--- config.mk ---
export PLATFORM = sky130hd
export DESIGN_NAME = spi_sensor_frame_master
export DESIGN_NICKNAME = d
export VERILOG_FILES = /design/src/rtl/spi_sensor_frame_master.sv
export SDC_FILE = /design/constraint.sdc
export NUM_CORES = 1
export LEC_CHECK = 0
export CAP_MARGIN = 20
export CORE_MARGIN = 4
export CORE_UTILIZATION = 30
export DETAILED_ROUTE_END_ITERATION = 16
export PLACE_DENSITY_LB_ADDON = 0.05
export RECOVER_POWER = 100
export SYNTH_ARGS = -nofsm -noshare
export SYNTH_HDL_FRONTEND = slang
export SYNTH_SLANG_ARGS = --single-unit
--- constraint.sdc ---
create_clock -name clk -period 3.6 [get_ports clk]
set_clock_uncertainty 0.2 [all_clocks]
set_input_delay 1.08 -clock clk [delete_from_list [all_inputs] [get_ports clk]]
set_output_delay 1.08 -clock clk [all_outputs]
set_load 0.01 [all_outputs]
--- src/rtl/spi_sensor_frame_master.sv ---
// Burst SPI master (mode 0): runs num_frames 16-bit full-duplex frames per start and streams each MISO word out.
// Define SPI_MASTER_LOOPBACK_EN to add loopback_sel, which feeds MOSI back into the receive path.
module spi_sensor_frame_master #(
  parameter int CLK_DIV = 2,
  parameter int CS_GAP  = 12,
  parameter int CNT_W   = 16
) (
  input  logic             clk,
  input  logic             reset,
  input  logic             start,
  input  logic [CNT_W-1:0] num_frames,
  input  logic [15:0]      cmd_word,
  input  logic             MISO_from_sensor,
`ifdef SPI_MASTER_LOOPBACK_EN
  input  logic             loopback_sel,
`endif
  output logic             MOSI_to_sensor,
  output logic             SCLK_wire,
  output logic             CS_b_wire,
  output logic             sample_CLK_out,
  output logic [15:0]      rx_data,
  output logic             rx_valid,
  output logic [CNT_W-1:0] rx_idx,
  output logic             busy,
  output logic             done
);

  typedef enum logic [2:0] {IDLE, SETUP, SHIFT, HOLD, GAP} state_t;

  localparam int CNT_MAX = (CLK_DIV > CS_GAP) ? CLK_DIV : CS_GAP;
  localparam int CW      = (CNT_MAX < 2) ? 1 : $clog2(CNT_MAX);
  localparam logic [CW-1:0] HALF_LAST = CW'(CLK_DIV - 1);
  localparam logic [CW-1:0] GAP_LAST  = CW'(CS_GAP - 1);

  state_t           state, next_state;
  logic [CW-1:0]    cnt;
  logic [3:0]       bit_cnt;
  logic [15:0]      tx_sh;
  logic [15:0]      rx_sh;
  logic [CNT_W-1:0] frames_left;
  logic [CNT_W-1:0] frame_idx;
  logic             miso;
  logic             half_end;
  logic             frame_begin;

`ifdef SPI_MASTER_LOOPBACK_EN
  assign miso = loopback_sel ? MOSI_to_sensor : MISO_from_sensor;
`else
  assign miso = MISO_from_sensor;
`endif

  assign half_end       = (cnt == HALF_LAST);
  assign frame_begin    = (state == IDLE || state == GAP) && (next_state == SETUP);
  assign sample_CLK_out = ~CS_b_wire;

  always_ff @(posedge clk) begin
    if (!reset) state <= IDLE;
    else        state <= next_state;
  end

  always_comb begin
    next_state = state;
    case (state)
      IDLE:  if (start && num_frames != '0) next_state = SETUP;
      SETUP: if (half_end) next_state = SHIFT;
      // The 16th falling SCLK edge ends the shift phase.
      SHIFT: if (half_end && SCLK_wire && bit_cnt == 4'd15) next_state = HOLD;
      HOLD:  if (half_end) next_state = GAP;
      GAP:   if (cnt == GAP_LAST) next_state = (frames_left != '0) ? SETUP : IDLE;
      default: next_state = IDLE;
    endcase
  end

  always_ff @(posedge clk) begin
    if (!reset) begin
      cnt            <= '0;
      bit_cnt        <= '0;
      tx_sh          <= '0;
      rx_sh          <= '0;
      frames_left    <= '0;
      frame_idx      <= '0;
      MOSI_to_sensor <= 1'b0;
      SCLK_wire      <= 1'b0;
      CS_b_wire      <= 1'b1;
      rx_data        <= '0;
      rx_valid       <= 1'b0;
      rx_idx         <= '0;
      busy           <= 1'b0;
      done           <= 1'b0;
    end else begin
      rx_valid  <= 1'b0;
      done      <= 1'b0;
      CS_b_wire <= !(next_state inside {SETUP, SHIFT, HOLD});

      if (state == IDLE || next_state != state || (state == SHIFT && half_end))
        cnt <= '0;
      else
        cnt <= cnt + 1'b1;

      case (state)
        IDLE: begin
          if (start) begin
            frames_left <= num_frames;
            frame_idx   <= '0;
            if (num_frames == '0) done <= 1'b1;
            else                  busy <= 1'b1;
          end
        end
        SHIFT: begin
          if (half_end) begin
            SCLK_wire <= ~SCLK_wire;
            if (!SCLK_wire) begin
              rx_sh <= {rx_sh[14:0], miso};
            end else if (bit_cnt != 4'd15) begin
              bit_cnt        <= bit_cnt + 1'b1;
              tx_sh          <= {tx_sh[14:0], 1'b0};
              MOSI_to_sensor <= tx_sh[14];
            end
          end
        end
        HOLD: begin
          // Publish on entry to GAP so rx_valid marks its first cycle.
          if (half_end) begin
            rx_data     <= rx_sh;
            rx_valid    <= 1'b1;
            rx_idx      <= frame_idx;
            frame_idx   <= frame_idx + 1'b1;
            frames_left <= frames_left - 1'b1;
          end
        end
        GAP: begin
          if (cnt == GAP_LAST && frames_left == '0) begin
            busy <= 1'b0;
            done <= 1'b1;
          end
        end
        default: ;
      endcase

      if (frame_begin) begin
        tx_sh          <= cmd_word;
        MOSI_to_sensor <= cmd_word[15];
        bit_cnt        <= '0;
        SCLK_wire      <= 1'b0;
      end
    end
  end

endmodule

==> results.json <==
{
  "start_kind": "input port",
  "drtAntennaViolNets": 0,
  "cp_slowest_stage_delay_ns": 0.58,
  "design_area_um2": 6380,
  "numCtsBuffers": 9,
  "ctsHtreeMaxLevel": 3,
  "cts-root-buf": "clkbuf_16",
  "grt_max_degree": 45,
  "post-route-drc-count": 0,
  "pwr-share-seq_pct": 49.2,
  "critPathKind": "input port to flip-flop",
  "cp_max_fo": 21,
  "switching_share_pct": 24.6,
  "synth_cell_types": 57,
  "dpl-instance-area_um2": 6110,
  "grt_pass1_vias": 4145,
  "required_ns": 3.68,
  "final.period_utilization_pct": 88.0,
  "synth_top_area_share_pct": 43.6,
  "endpoint_kind": "flip-flop",
  "die_area_um2": 19300,
  "syn-mean-instance-area_um2": 8.71,
  "diodes": 0,
  "gr-total-overflow": 0,
  "clk_path_buf_depth": 2,
  "rrSetupSlack_ns": 0.67,
  "highest_layer": "met4",
  "cts_tree": "yes",
  "arrival_ns": 3.25,
  "crit_end": "tx_sh[11]$_SDFFE_PN0P_",
  "setup_viol": 0,
  "drt_iter0_drc": 237,
  "p_clk_share_pct": 39.6,
  "num_vias": 4220,
  "grt_pass1_wl_um": 20600,
  "outcome": "finished clean",
  "ff2ff_path_depth": 7,
  "clock-sinks": 112,
  "initial_utilization_pct": 30.8,
  "worst_r2r_endpoint": "frame_idx[0]$_SDFFE_PN0P_",
  "synth_nets": 632,
  "m1WireLength_um": 6120,
  "route.met3.wl_um": 436,
  "yosys_warnings": 0,
  "synth_top_area_cell": "dfxtp_1",
  "wl_per_cell_um": 13.8,
  "area_growth_pct": 24.0,
  "setup_tns_ns": 0,
  "ys_seq_elements": 112,
  "drive_gt1_share_pct": 7.75,
  "min_path_type": "flip-flop to flip-flop",
  "setup_ws_ns": 0.431,
  "hold_viol": 0,
  "wl_met2_um": 5360,
  "drv_cap": 0,
  "insertion_delay_ns": 0.35,
  "synthTopCellsByCount": "124 x nand2_1, 112 x dfxtp_1, 39 x a21boi_0",
  "finalWeightedCongestion": 0.735,
  "switchingPower_uw": 654,
  "ys_async_sr_fraction_pct": 0,
  "finalMaxSlewViolations": 0,
  "slew_headroom_pct": 0.865,
  "place_ws_ns": 0.170,
  "fmax_mhz": 316,
  "dieWidth_um": 139,
  "top_level_ports": 75,
  "synthCells": 591,
  "antenna_found_initial": 0,
  "fp-row-count": 47,
  "yosysSeqAreaShare_pct": 43.6,
  "first_pass_iters": 4,
  "yosys-top-cells-area": "dfxtp_1 44%, nand2_1 9.0%, mux2i_1 7.2%",
  "vias_per_cell": 4.81,
  "cts.clk_slew.worst_paths_ns": 0.07,
  "syn_area_um2": 5150,
  "post_cts_resized": 0,
  "p_int_mw": 2.00,
  "yosysMostFrequentCell": "nand2_1",
  "powerDensity_nw_per_um2": 416,
  "crit_start": "start",
  "tightest_slew_ns": 1.49,
  "cellLeakagePower_nw": 2.35,
  "ctsHoldBuffers": 0,
  "synth_flop_cell": "dfxtp_1",
  "r2r_start": "cnt[0]$_SDFF_PP0_",
  "path_cells": "clkdlybuf4s50_1 -> or4b_1 -> a41oi_1 -> a31oi_1 -> a21oi_1 -> buf_12 -> mux2i_1",
  "drt_wl_total_um": 12100,
  "io_buffers": 74,
  "ir_drop_mv": 0.308,
  "die_h_um": 139,
  "grt_setup_unrepaired": "false",
  "finalCriticalPeriod_ns": 3.17,
  "dp_hpwl_um": 8090,
  "crit_slowest_cell": "or4b_1",
  "hold_depth": 2,
  "nets": 694,
  "cts_setup_buffers": 0,
  "comb_power_share_pct": 11.2,
  "grt_usage_pct": 12.7,
  "core_area_um2": 16700,
  "whs_ns": 0.263,
  "synth-edff-count": 0
}
-- logic make-up after synthesis --
logic type / after synthesis / synth area share [%]
AO/OA/AOI/OAI: 105 / 13.5
buffers and inverters: 44 / 3.72
adder cells (fa/ha/maj): 5 / 1.22
multiplexers: 52 / 10.5
XOR/XNOR: 14 / 2.38
AND/OR/NAND/NOR: 259 / 25.1
flip-flops: 112 / 43.6
-- layer usage --
layer | vias to the layer above | track usage, %
li1 | 2173 | -
met1 | 1957 | 17.7
met2 | 76 | 19.3
met3 | 14 | 2.66
met4 | 0 | 4.79
met5 | - | 0
-- placed cells by master (no fill, tap or decap), drive strengths merged, types with 10 or more instances in the layout --
cell type	instances
nor2b	18
o21ai	25
mux2	15
nand2	124
dfxtp	112
clkdlybuf4s50	33
nand3	16
clkbuf	17
nor3	12
and2	10
a21oi	21
mux2i	37
inv	10
nor2	27
dlygate4sd3	40
a21boi	40
-- state kept, by name (all words and copies together) (netlist names), 3 cells and up --
signal and cells:
frames_left 16, frame_idx 16, cnt 4, rx_data 16
tx_sh 15, bit_cnt 4, state 3, rx_sh 16
rx_idx 16
-- cell type report --
| cell class | instances | area [um^2] |
|---|---|---|
| Clock inverter | 4 | 51.3 |
| Fill cell | 1716 | 10300 |
| Inverter | 9 | 33.8 |
| Timing Repair Buffer | 86 | 826 |
| Multi-Input combinational cell | 435 | 2700 |
| Tap cell | 220 | 275 |
| Sequential cell | 112 | 2240 |
| Clock buffer | 12 | 256 |
-- metrics by stage --
step	utilization, %	power [mW]	instances
6_report	38.2	2.65	878
5_1_grt	38.2	2.79	878
4_1_cts	38.4	2.71	878
3_5_place_dp	36.6	1.64	862
3_3_place_gp	36.6	1.63	862
2_1_floorplan	-	1.53	591
-- worst max-delay path, delay by kind of cell --
family	cells	cell delay, ns
compound gates	3	0.65
buf+inv	2	0.70
mux	1	0.20
simple gates	1	0.58
-- worst min-delay path by stage --
stage | startpoint | end | slack [ns]
global placement | cnt[0]$_SDFF_PP0_ | cnt[0]$_SDFF_PP0_ | 0.25
global route | rx_idx[14]$_SDFFE_PN0P_ | rx_idx[14]$_SDFFE_PN0P_ | 0.28
CTS | rx_idx[8]$_SDFFE_PN0P_ | rx_idx[8]$_SDFFE_PN0P_ | 0.27
finish | rx_data[9]$_SDFFE_PN0P_ | rx_data[9]$_SDFFE_PN0P_ | 0.26
floorplan | cnt[0]$_SDFF_PP0_ | cnt[0]$_SDFF_PP0_ | 0.23
detailed placement | rx_idx[8]$_SDFFE_PN0P_ | rx_idx[8]$_SDFFE_PN0P_ | 0.26
-- power by group through the flow --
stage                     Combinational (mW)  Sequential (mW)  Clock, mW
after floorplan                        0.200             1.33          0
after global routing                   0.330             1.31       1.15
after detailed placement               0.304             1.34          0
after global placement                 0.300             1.33          0
after CTS                              0.306             1.31       1.10
final                                  0.297             1.31       1.05
(Power assumes the default switching activity.)
